$ cat config.mk
export PLATFORM = sky130hd
export DESIGN_NAME = uart_cmd_parser
export DESIGN_NICKNAME = d
export VERILOG_FILES = /design/src/rtl/uart_cmd_pkg.sv /design/src/rtl/uart_cmd_resp_buf.sv /design/src/rtl/uart_cmd_parser.sv
export SDC_FILE = /design/constraint.sdc
export NUM_CORES = 1
export LEC_CHECK = 0
export BUFFER_PORTS_ARGS = -buffer_cell sky130_fd_sc_hd__buf_2
export CORE_ASPECT_RATIO = 0.6
export CORE_MARGIN = 8
export CORE_UTILIZATION = 50
export DETAILED_ROUTE_END_ITERATION = 10
export GPL_ROUTABILITY_DRIVEN = 0
export PLACE_DENSITY = 0.76
export SLEW_MARGIN = 30
export SYNTH_ARGS = -nofsm -noshare
export SYNTH_HDL_FRONTEND = slang
export SYNTH_SLANG_ARGS = --single-unit
$ cat constraint.sdc
create_clock -name i_clk -period 6.1 [get_ports i_clk]
set_input_delay 1.22 -clock i_clk [delete_from_list [all_inputs] [get_ports i_clk]]
set_output_delay 1.22 -clock i_clk [all_outputs]
set_load 0.005 [all_outputs]
$ cat src/rtl/uart_cmd_pkg.sv
`default_nettype none
// ==========================================================================
// uart_cmd_pkg - states, ASCII constants and hex helpers for uart_cmd_parser
// Rev 1.0
// ==========================================================================
package uart_cmd_pkg;

  typedef enum logic [3:0] {
    ST_IDLE     = 4'd0,
    ST_ADDR_HI  = 4'd1,
    ST_ADDR_LO  = 4'd2,
    ST_DATA_HI  = 4'd3,
    ST_DATA_LO  = 4'd4,
    ST_WAIT_EOL = 4'd5,
    ST_DISCARD  = 4'd6,
    ST_EXEC     = 4'd7,
    ST_RD_CAP   = 4'd8,
    ST_RESP     = 4'd9
  } state_t;

  localparam logic [7:0] c_cr = 8'h0D;
  localparam logic [7:0] c_lf = 8'h0A;
  localparam logic [7:0] c_w  = 8'h57;
  localparam logic [7:0] c_r  = 8'h52;
  localparam logic [7:0] c_k  = 8'h4B;
  localparam logic [7:0] c_qm = 8'h3F;

  // Returns {valid, nibble}; accepts 0-9, A-F, a-f.
  function automatic logic [4:0] hex_decode(input logic [7:0] ch);
    logic [4:0] res;
    res = 5'b0;
    if (ch >= 8'h30 && ch <= 8'h39)
      res = {1'b1, ch[3:0]};
    else if ((ch >= 8'h41 && ch <= 8'h46) || (ch >= 8'h61 && ch <= 8'h66))
      res = {1'b1, ch[3:0] + 4'd9};
    return res;
  endfunction

  function automatic logic [7:0] nib_to_ascii(input logic [3:0] nib);
    return (nib < 4'd10) ? (8'h30 + {4'h0, nib}) : (8'h37 + {4'h0, nib});
  endfunction

endpackage
`default_nettype wire

$ cat src/rtl/uart_cmd_resp_buf.sv
`default_nettype none
// ==========================================================================
// uart_cmd_resp_buf - parallel-load response queue (up to 4 bytes), byte 0
// in i_bytes[7:0], valid/ready output.  Rev 1.0
// ==========================================================================
module uart_cmd_resp_buf (
  input  logic        i_clk,
  input  logic        i_rst_n,
  input  logic        i_load,
  input  logic [31:0] i_bytes,
  input  logic [2:0]  i_len,
  output logic [7:0]  o_tx_data,
  output logic        o_tx_valid,
  input  logic        i_tx_ready,
  output logic        o_done
);

  logic [31:0] r_shift;
  logic [2:0]  r_cnt;
  logic        w_xfer;

  assign w_xfer    = o_tx_valid && i_tx_ready;
  assign o_done    = w_xfer && (r_cnt == 3'd1);
  // Head byte always sits in the low lane so the output is a plain flop.
  assign o_tx_data = r_shift[7:0];

  always_ff @(posedge i_clk or negedge i_rst_n) begin
    if (!i_rst_n) begin
      r_shift    <= 32'h0;
      r_cnt      <= 3'd0;
      o_tx_valid <= 1'b0;
    end else if (i_load) begin
      r_shift    <= i_bytes;
      r_cnt      <= i_len;
      o_tx_valid <= (i_len != 3'd0);
    end else if (w_xfer) begin
      r_shift    <= {8'h00, r_shift[31:8]};
      r_cnt      <= r_cnt - 3'd1;
      o_tx_valid <= (r_cnt != 3'd1);
    end
  end

endmodule
`default_nettype wire

$ cat src/rtl/uart_cmd_parser.sv
`default_nettype none
// ==========================================================================
// uart_cmd_parser - ASCII W/R command parser driving a register bus; idle
// timeout on partial commands when UART_CMD_TIMEOUT_EN is defined.  Rev 1.0
// ==========================================================================
module uart_cmd_parser
  import uart_cmd_pkg::*;
#(
  parameter int CLK_FREQ   = 25_000_000,
  parameter int TIMEOUT_MS = 100
) (
  input  logic       i_clk,
  input  logic       i_rst_n,
  input  logic [7:0] i_rx_data,
  input  logic       i_rx_valid,
  output logic [7:0] o_reg_addr,
  output logic [7:0] o_reg_wdata,
  output logic       o_reg_wr,
  output logic       o_reg_rd,
  input  logic [7:0] i_reg_rdata,
  output logic [7:0] o_tx_data,
  output logic       o_tx_valid,
  input  logic       i_tx_ready,
  output logic       o_busy
);

  state_t      r_state, w_state_nxt;
  logic        r_is_wr;
  logic [7:0]  r_addr_sr, r_data_sr;
  logic [4:0]  w_hex;
  logic        w_hex_ok, w_is_term, w_is_w, w_is_r;
  logic        w_load, w_resp_done, w_timeout, w_exec_nxt;
  logic [31:0] w_resp_bytes;
  logic [2:0]  w_resp_len;

  assign w_hex     = hex_decode(i_rx_data);
  assign w_hex_ok  = w_hex[4];
  assign w_is_term = (i_rx_data == c_cr) || (i_rx_data == c_lf);
  // Bit 5 folds case for the two command letters.
  assign w_is_w    = ((i_rx_data | 8'h20) == (c_w | 8'h20));
  assign w_is_r    = ((i_rx_data | 8'h20) == (c_r | 8'h20));

  always_ff @(posedge i_clk or negedge i_rst_n) begin
    if (!i_rst_n) r_state <= ST_IDLE;
    else          r_state <= w_state_nxt;
  end

  always_comb begin
    w_state_nxt  = r_state;
    w_load       = 1'b0;
    w_resp_bytes = {8'h00, c_lf, c_cr, c_qm};
    w_resp_len   = 3'd3;
    unique case (r_state)
      ST_IDLE: begin
        if (i_rx_valid) begin
          if (w_is_w || w_is_r) w_state_nxt = ST_ADDR_HI;
          else if (!w_is_term)  w_state_nxt = ST_DISCARD;
        end
      end
      ST_ADDR_HI, ST_ADDR_LO, ST_DATA_HI, ST_DATA_LO: begin
        if (i_rx_valid) begin
          if (w_is_term) begin
            w_state_nxt = ST_RESP;
            w_load      = 1'b1;
          end else if (!w_hex_ok) begin
            w_state_nxt = ST_DISCARD;
          end else if (r_state == ST_ADDR_HI) begin
            w_state_nxt = ST_ADDR_LO;
          end else if (r_state == ST_ADDR_LO) begin
            w_state_nxt = r_is_wr ? ST_DATA_HI : ST_WAIT_EOL;
          end else if (r_state == ST_DATA_HI) begin
            w_state_nxt = ST_DATA_LO;
          end else begin
            w_state_nxt = ST_WAIT_EOL;
          end
        end
      end
      ST_WAIT_EOL: begin
        if (i_rx_valid) w_state_nxt = w_is_term ? ST_EXEC : ST_DISCARD;
      end
      ST_DISCARD: begin
        if (i_rx_valid && w_is_term) begin
          w_state_nxt = ST_RESP;
          w_load      = 1'b1;
        end
      end
      ST_EXEC: begin
        if (r_is_wr) begin
          w_state_nxt  = ST_RESP;
          w_load       = 1'b1;
          w_resp_bytes = {8'h00, c_lf, c_cr, c_k};
        end else begin
          w_state_nxt = ST_RD_CAP;
        end
      end
      ST_RD_CAP: begin
        w_state_nxt  = ST_RESP;
        w_load       = 1'b1;
        w_resp_bytes = {c_lf, c_cr, nib_to_ascii(i_reg_rdata[3:0]),
                        nib_to_ascii(i_reg_rdata[7:4])};
        w_resp_len   = 3'd4;
      end
      ST_RESP: begin
        if (w_resp_done) w_state_nxt = ST_IDLE;
      end
      default: w_state_nxt = ST_IDLE;
    endcase
    if (w_timeout) w_state_nxt = ST_IDLE;
  end

  assign w_exec_nxt = (w_state_nxt == ST_EXEC);

  always_ff @(posedge i_clk or negedge i_rst_n) begin
    if (!i_rst_n) begin
      r_is_wr   <= 1'b0;
      r_addr_sr <= 8'h00;
      r_data_sr <= 8'h00;
    end else if (i_rx_valid) begin
      if (r_state == ST_IDLE) r_is_wr <= w_is_w;
      if ((r_state == ST_ADDR_HI || r_state == ST_ADDR_LO) && w_hex_ok)
        r_addr_sr <= {r_addr_sr[3:0], w_hex[3:0]};
      if ((r_state == ST_DATA_HI || r_state == ST_DATA_LO) && w_hex_ok)
        r_data_sr <= {r_data_sr[3:0], w_hex[3:0]};
    end
  end

  // Bus outputs change only when a complete command is committed.
  always_ff @(posedge i_clk or negedge i_rst_n) begin
    if (!i_rst_n) begin
      o_reg_addr  <= 8'h00;
      o_reg_wdata <= 8'h00;
      o_reg_wr    <= 1'b0;
      o_reg_rd    <= 1'b0;
      o_busy      <= 1'b0;
    end else begin
      o_reg_wr <= w_exec_nxt && r_is_wr;
      o_reg_rd <= w_exec_nxt && !r_is_wr;
      o_busy   <= (w_state_nxt == ST_EXEC) || (w_state_nxt == ST_RD_CAP) ||
                  (w_state_nxt == ST_RESP);
      if (w_exec_nxt) begin
        o_reg_addr <= r_addr_sr;
        if (r_is_wr) o_reg_wdata <= r_data_sr;
      end
    end
  end

`ifdef UART_CMD_TIMEOUT_EN
  localparam int c_tmo_cycles = CLK_FREQ / 1000 * TIMEOUT_MS;
  localparam int c_tmo_w      = $clog2(c_tmo_cycles);

  logic [c_tmo_w-1:0] r_tmo_cnt;
  logic               w_collecting;

  assign w_collecting = (r_state == ST_ADDR_HI) || (r_state == ST_ADDR_LO) ||
                        (r_state == ST_DATA_HI) || (r_state == ST_DATA_LO) ||
                        (r_state == ST_WAIT_EOL) || (r_state == ST_DISCARD);
  assign w_timeout = w_collecting && !i_rx_valid &&
                     (r_tmo_cnt == c_tmo_w'(c_tmo_cycles - 1));

  always_ff @(posedge i_clk or negedge i_rst_n) begin
    if (!i_rst_n)                        r_tmo_cnt <= '0;
    else if (!w_collecting || i_rx_valid) r_tmo_cnt <= '0;
    else                                 r_tmo_cnt <= r_tmo_cnt + 1'b1;
  end
`else
  logic w_cfg_unused;
  assign w_cfg_unused = ((CLK_FREQ + TIMEOUT_MS) != 0);
  assign w_timeout    = 1'b0;
`endif

  uart_cmd_resp_buf u_resp_buf (
    .i_clk      (i_clk),
    .i_rst_n    (i_rst_n),
    .i_load     (w_load),
    .i_bytes    (w_resp_bytes),
    .i_len      (w_resp_len),
    .o_tx_data  (o_tx_data),
    .o_tx_valid (o_tx_valid),
    .i_tx_ready (i_tx_ready),
    .o_done     (w_resp_done)
  );

endmodule
`default_nettype wire

==> results of run 1 <==
[cells in the mapped netlist, types with 2 or more instances]
| master | count | area [sq um] |
|---|---|---|
| a211oi_1 | 2 | 15.01 |
| a21oi_1 | 16 | 80.08 |
| a22o_1 | 2 | 17.52 |
| a31oi_1 | 2 | 12.51 |
| and2_1 | 3 | 18.77 |
| buf_2 | 3 | 15.01 |
| buf_4 | 8 | 60.06 |
| buf_6 | 2 | 22.52 |
| clkbuf_1 | 7 | 26.28 |
| dfrtp_1 | 61 | 1526 |
| ha_1 | 8 | 100.1 |
| inv_1 | 14 | 52.55 |
| mux2_1 | 2 | 22.52 |
| mux2_2 | 24 | 270.3 |
| nand2_1 | 42 | 157.7 |
| nand2b_1 | 4 | 25.02 |
| nand3_1 | 5 | 25.02 |
| nand4_1 | 3 | 18.77 |
| nand4_4 | 2 | 42.54 |
| nor2_1 | 14 | 52.55 |
| nor2b_1 | 5 | 31.28 |
| nor3_1 | 4 | 20.02 |
| o211ai_1 | 2 | 15.01 |
| o21a_1 | 2 | 15.01 |
| o21ai_0 | 25 | 125.1 |
| o221ai_1 | 2 | 17.52 |
| o2bb2ai_1 | 6 | 52.55 |
| xnor2_1 | 4 | 35.03 |
| xor2_1 | 2 | 17.52 |
[registers in the layout (all words and copies together) (netlist names), 3 cells and up]
name,count
r_data_sr,8
r_addr_sr,8
o_reg_addr,8
u_resp_buf.r_shift,17
o_reg_wdata,8
u_resp_buf.r_cnt,3
r_state,4
[stage by stage]
step | utilization | setup WS, ps | hold slack, ps
detailed placement | 0.5388 | 2674 | 465.7
global placement | 0.5388 | 2759 | 461.8
floorplan | - | 3001 | 447.2
global route | 0.5694 | 2947 | 509.2
CTS | 0.5694 | 3041 | 488.8
finish | 0.5694 | 3029 | 491.7
[power breakdown]
| part | switching [W] | total [W] | internal [W] |
|---|---|---|---|
| Sequential | 0.000109 | 0.000616 | 0.000507 |
| Combinational | 0.000255 | 0.000456 | 0.000201 |
| Clock | 0.000160 | 0.000361 | 0.000200 |
| Total | 0.000524 | 0.00143 | 0.000909 |
[area by class of cell]
class,instances,share of cell area
flip-flops and latches,61,0.4104
clock inverters,5,0.01581
multi-input cells,215,0.4285
inverters,14,0.01413
clock buffers,11,0.03801
repair buffers,47,0.06391
well taps,87,0.02926
[placed cells by master, fill, tap and decap left out, drive strengths merged, types with 4 or more instances in the layout]
master / n
inv: 15
o2bb2ai: 6
o21ai: 26
a21oi: 16
nand3: 6
nor2: 14
nor2b: 6
xnor2: 4
dfrtp: 61
nand2: 42
nor3: 4
clkbuf: 11
ha: 8
nand4: 6
mux2: 26
buf: 47
nand2b: 4
[routing by layer]
| layer | share of wire | global-route usage |
|---|---|---|
| met1 | 0.50 | 0.2251 |
| met2 | 0.42 | 0.2252 |
| met3 | 0.070 | 0.05945 |
| met4 | 0.011 | 0.05630 |
| met5 | 0 | 0 |
[kinds of logic after synthesis]
group,after synthesis,share of synthesized area
AND/OR/NAND/NOR,97,0.1721
AO/OA/AOI/OAI,76,0.1702
flip-flops,61,0.4604
buffers and inverters,36,0.05887
multiplexers,27,0.09132
adder cells (fa/ha/maj),8,0.03019
XOR/XNOR,6,0.01585
other,1,0.001131
[worst max-delay path: cells and delay by family]
family | cells | cell delay (ps)
adder cells (fa/ha/maj) | 1 | 210
multiplexers | 2 | 680
AO/OA/AOI/OAI | 2 | 690
buffers and inverters | 2 | 200
AND/OR/NAND/NOR | 2 | 290
[how the worst max path moves through the flow]
stage / from / slack [ps] / endpoint / depth (start not counted)
4_1_cts: i_rx_data[0] / 3040 / o_reg_wdata[3] / 9
5_1_grt: i_rx_data[0] / 2950 / o_reg_addr[7] / 9
6_report: i_rx_data[0] / 3030 / o_reg_wdata[3] / 9
3_3_place_gp: i_rx_data[0] / 2760 / o_reg_wdata[6] / 9
3_5_place_dp: i_rx_data[0] / 2670 / o_reg_wdata[3] / 9
2_1_floorplan: i_rx_data[0] / 3000 / o_reg_wdata[0] / 8
==> flow_metrics.env, run 1 <==
export IMPL_ys_ff_latch=61
export IMPL_ctsHoldBuffers=0
export IMPL_stdcell_area_sq_um=3720
export IMPL_setup_viol=0
export IMPL_vias=2446
export IMPL_avgSynthCellArea_sq_um=10.63
export IMPL_ioPinCount=48
export IMPL_start_util=0.5076
export IMPL_crit_slowest_cell="a311o_2"
export IMPL_clk_latency_ps=340
export IMPL_synthCells=312
export IMPL_drt_pass1_iter_count=4
export IMPL_power_total_w=0.001433
export IMPL_antenna_found_initial=0
export IMPL_maxCapViolCount=0
export IMPL_cts_sinks=61
export IMPL_path_clk_slew_ps=60
export IMPL_cts_resized=0
export IMPL_max_freq_mhz=325.7
export IMPL_synth_seq_area_share=0.4604
export IMPL_nets=376
export IMPL_grtUsageTotal=0.1615
export IMPL_htree_levels=3
export IMPL_dieWidth_um=121.1
export IMPL_cp_arrival_ps=3290
export IMPL_p_per_area_nw_per_um2=385.2
export IMPL_worst_pin_slew_ps=751.5
export IMPL_regToRegSetupSlack_ps=3510
export IMPL_hold_end="u_resp_buf.r_shift[17]"
export IMPL_drive_above_1_share=0.3003
export IMPL_n_antenna_cell=0
export IMPL_path_cells="buf_2 -> inv_1 -> ha_1 -> mux2_2 -> a31oi_4 -> nand3_1 -> a311o_2 -> nand4_4 -> mux2_2"
export IMPL_path_common_cell="mux2_2"
export IMPL_cts_tree="yes"
export IMPL_final_antenna_net_count=0
export IMPL_ys_warn_count=0
export IMPL_syn_to_final_growth_pct=12.19
export IMPL_cts_buffer_depth=2
export IMPL_avgRoutedWirePerCell_um=16.09
export IMPL_synth_edf_count=0
export IMPL_die_h_um=79.08
export IMPL_period_minus_slack_ps=3071
export IMPL_min_path_cells=1
export IMPL_core_area_sq_um=6533
export IMPL_skew_ps=7.347
export IMPL_syn_cell_area_sq_um=3316
export IMPL_r2r_start="r_state[1]"
export IMPL_hpwl_mm=5.244
export IMPL_grt_pass1_wl_mm=12.31
export IMPL_routed_wl_mm=7.080
export IMPL_io_buffers=46
export IMPL_grt_start_max_net_pins=62
export IMPL_rsz0062_at_grt="no"
export IMPL_cts_root_buffer="clkbuf_8"
export IMPL_core_rowCount=23
export IMPL_fin_setup_tns_ps=0
export IMPL_hp_start="u_resp_buf.r_shift[17]"
export IMPL_min_path_type="register to register"
export IMPL_cp_start_kind="primary input"
export IMPL_ir_drop_mv=0.1682
export IMPL_drt_iter0_markers=250
export IMPL_cts_buffers=9
export IMPL_hold_violations=0
export IMPL_dpl_cell_area_sq_um=3520
export IMPL_p_leak_nw=1.809
export IMPL_cp_required_ps=6320
export IMPL_final_cells=440
export IMPL_post_cts_buffers=0
export IMPL_seq_area_sq_um=1526
export IMPL_fin_crit_sh=0.5034
export IMPL_dp_cells=424
export IMPL_grt_pass1_vias=2475
export IMPL_multiInputGateArea_sq_um=1594
export IMPL_status="finished, final reports clean"
export IMPL_max_stage_delay_ps=460
export IMPL_synthFlopType="dfrtp_1"
export IMPL_path_class="primary input to register"
export IMPL_critPathCaptureType="register"
export IMPL_slew_limit_headroom=0.4990
export IMPL_worstPathMaxFanout=8
export IMPL_overflow=0
export IMPL_async_reset_ff_frac=1.000
export IMPL_fillerInstances=552
export IMPL_drv_slew=0
export IMPL_viasPerCell=5.559
export IMPL_drcViolationCount=0
export IMPL_synthDistinctLibCells=65
export IMPL_syn_num_nets=340
export IMPL_dieArea_sq_um=9578
export IMPL_r2r_worst_path_cells=6
export IMPL_r2r_end="o_reg_wdata[3]"
No activity file was read; power rests on OpenSTA's default activity.
==> run 2: changes to the inputs <==
--- a/config.mk
+++ b/config.mk
@@ -5,13 +5,14 @@
 export SDC_FILE = /design/constraint.sdc
 export NUM_CORES = 1
 export LEC_CHECK = 0
+export ABC_AREA = 1
 export BUFFER_PORTS_ARGS = -buffer_cell sky130_fd_sc_hd__buf_2
 export CORE_ASPECT_RATIO = 0.6
 export CORE_MARGIN = 8
 export CORE_UTILIZATION = 50
 export DETAILED_ROUTE_END_ITERATION = 10
 export GPL_ROUTABILITY_DRIVEN = 0
-export PLACE_DENSITY = 0.76
+export PLACE_DENSITY = 0.79
 export SLEW_MARGIN = 30
 export SYNTH_ARGS = -nofsm -noshare
 export SYNTH_HDL_FRONTEND = slang
==> constraint.sdc (replaced) <==
create_clock -name i_clk -period 2.6 [get_ports i_clk]
set_input_delay 0.52 -clock i_clk [delete_from_list [all_inputs] [get_ports i_clk]]
set_output_delay 0.52 -clock i_clk [all_outputs]
set_load 0.005 [all_outputs]
==> flow_metrics.env, run 2 <==
export IMPL_cp_arrival_ps=2350
export IMPL_grtUsageTotal=0.1665
export IMPL_ys_warn_count=0
export IMPL_cts_buffer_depth=2
export IMPL_cp_required_ps=2870
export IMPL_min_path_type="register to register"
export IMPL_rsz0062_at_grt="no"
export IMPL_p_per_area_nw_per_um2=1011
export IMPL_cp_start_kind="primary input"
export IMPL_overflow=0
export IMPL_synth_fa_ha_area_frac=0.03056
export IMPL_largest_register="u_resp_buf.r_shift"
export IMPL_p_leak_nw=2.029
export IMPL_vias=2813
export IMPL_async_reset_ff_frac=1.000
export IMPL_synth_simple_area_share=0.2697
export IMPL_critPathCaptureType="register"
export IMPL_setup_viol=0
export IMPL_grt_pass1_wl_mm=12.74
export IMPL_max_freq_mhz=482.7
export IMPL_syn_num_nets=434
export IMPL_maxCapViolCount=0
export IMPL_drcViolationCount=0
export IMPL_synth_area_leader_cell="dfrtp_1"
export IMPL_cts_tree="yes"
export IMPL_synthFlopType="dfrtp_1"
export IMPL_synthDistinctLibCells=40
export IMPL_slew_limit_headroom=0.6453
export IMPL_start_util=0.5265
export IMPL_io_buffers=46
export IMPL_drive_above_1_share=0.2244
export IMPL_synth_top_area_share=0.4660
export IMPL_grt_start_max_net_pins=34
export IMPL_largest_reg_flops=17
export IMPL_dieArea_sq_um=9482
export IMPL_synth_most_common_cell="nand2_1"
export IMPL_avgSynthCellArea_sq_um=8.068
export IMPL_syn_cell_area_sq_um=3276
export IMPL_period_minus_slack_ps=2072
export IMPL_status="finished, final reports clean"
export IMPL_worstPathMaxFanout=9
export IMPL_htree_levels=3
export IMPL_ir_drop_mv=0.4525
export IMPL_hpwl_mm=5.823
export IMPL_grt_pass1_vias=2688
export IMPL_final_antenna_net_count=0
export IMPL_synth_seq_area_share=0.4660
export IMPL_core_rowCount=22
export IMPL_synthMuxAreaShare=0
export IMPL_path_clk_slew_ps=80
export IMPL_syn_to_final_growth_pct=14.67
export IMPL_ioPinCount=48
export IMPL_nets=482
export IMPL_cts_buffers=9
export IMPL_path_class="primary input to register"
export IMPL_avgRoutedWirePerCell_um=13.90
export IMPL_stdcell_area_sq_um=3756
export IMPL_cts_sinks=61
export IMPL_antenna_found_initial=0
export IMPL_drv_slew=0
export IMPL_worst_pin_slew_ps=526.4
export IMPL_fin_setup_tns_ps=0
export IMPL_viasPerCell=5.180
export IMPL_drt_pass1_iter_count=4
export IMPL_cts_root_buffer="clkbuf_8"
export IMPL_fin_crit_sh=0.7968
export IMPL_dieWidth_um=120.5
export IMPL_synth_compound_area_frac=0.1310
export IMPL_synth_area_top_cells="dfrtp_1, nand2_1, inv_1"
export IMPL_routed_wl_mm=7.547
export IMPL_skew_ps=12.84
export IMPL_synth_xor_area_frac=0.005348
export IMPL_n_antenna_cell=0
export IMPL_drt_iter0_markers=250
export IMPL_core_area_sq_um=6221
export IMPL_synthCells=406
export IMPL_hold_violations=0
export IMPL_synth_top_family_by_area="simple AND/OR/NAND/NOR gates"
export IMPL_die_h_um=78.70
export IMPL_synth_edf_count=0
export IMPL_clk_latency_ps=330
export IMPL_dpl_cell_area_sq_um=3538
export IMPL_synth_common_cells="nand2_1, dfrtp_1, inv_1"
export IMPL_layout_commonest_cell="nand2_1"
export IMPL_final_cell_mix="nand2_1, dfrtp_1, inv_1, buf_2, o21ai_0"
export IMPL_ys_ff_latch=61
-- run 2: final timing paths --
check                                        from                endpoint  slack (ps)  depth (start not counted)
setup / recovery                     i_rx_data[0]          o_reg_wdata[1]         530                         14
min in group asynchronous                 i_rst_n                o_reg_wr         510                          2
setup reg to reg                       r_state[1]  u_resp_buf.r_shift[10]         530                         10
max in group asynchronous                 i_rst_n              r_state[0]        1520                          3
hold reg to reg            u_resp_buf.r_shift[19]  u_resp_buf.r_shift[19]         470                          2
hold / removal             u_resp_buf.r_shift[19]  u_resp_buf.r_shift[19]         470                          2
-- run 2: repair_timing --
item / 4_1_cts / 5_1_grt
hold endpoints to repair: 1 / 0
setup buffers: 0 / 0
hold buffers: 1 / 0
resized for setup: 0 / 0
-- run 2: layout make-up --
type	count	area (sq um)
Fill cell	551	2465
Sequential cell	61	1526
Multi-Input combinational cell	275	1434
Timing Repair Buffer	51	270.3
Inverter	56	212.7
Clock buffer	10	137.6
Tap cell	84	105.1
Clock inverter	6	70.07
-- run 2: critical path, stage by stage --
cell and delay, ps:
buf_2 150, inv_1 70, ha_1 210, nand2_1 70
nand3_1 90, nand2_1 130, nand2_1 120, nand2_1 90
nand2_1 50, nand2_1 50, nand2_1 100, a21oi_2 380
nand4_1 210, nand2_1 110
-- run 2: cell families after synthesis --
| group | count (synthesis) |
|---|---|
| buf+inv | 70 |
| fa+ha+maj | 8 |
| flops | 61 |
| compound gates | 74 |
| other cells | 1 |
| simple gates | 190 |
| xor+xnor | 2 |
-- run 2: stage by stage --
step	hold WS [ps]	power, W	utilization	instances	setup slack [ps]
after CTS	465.4	0.003812	0.6038	543	560.1
after global routing	491.6	0.004084	0.6038	543	336.9
after floorplan	224.4	0.002591	-	406	679.4
final	474.4	0.003796	0.6038	543	528.2
after global placement	317.6	0.002885	0.5688	526	335.1
after detailed placement	321.1	0.002944	0.5688	526	223.2
-- run 2: per-layer routing --
metal,up-vias,track usage,routed length (um)
met5,-,0,0
met4,0,0.06072,64
met3,4,0.05014,583
met2,81,0.2380,3225
met1,1339,0.2329,3673
li1,1389,-,-
-- run 2: power by group --
group | total (W) | internal [W] | leakage, nW | switching, W
Clock | 0.000847 | 0.000473 | 0.0951 | 0.000374
Combinational | 0.00145 | 0.000514 | 1.16 | 0.000933
Sequential | 0.00150 | 0.00129 | 0.770 | 0.000210
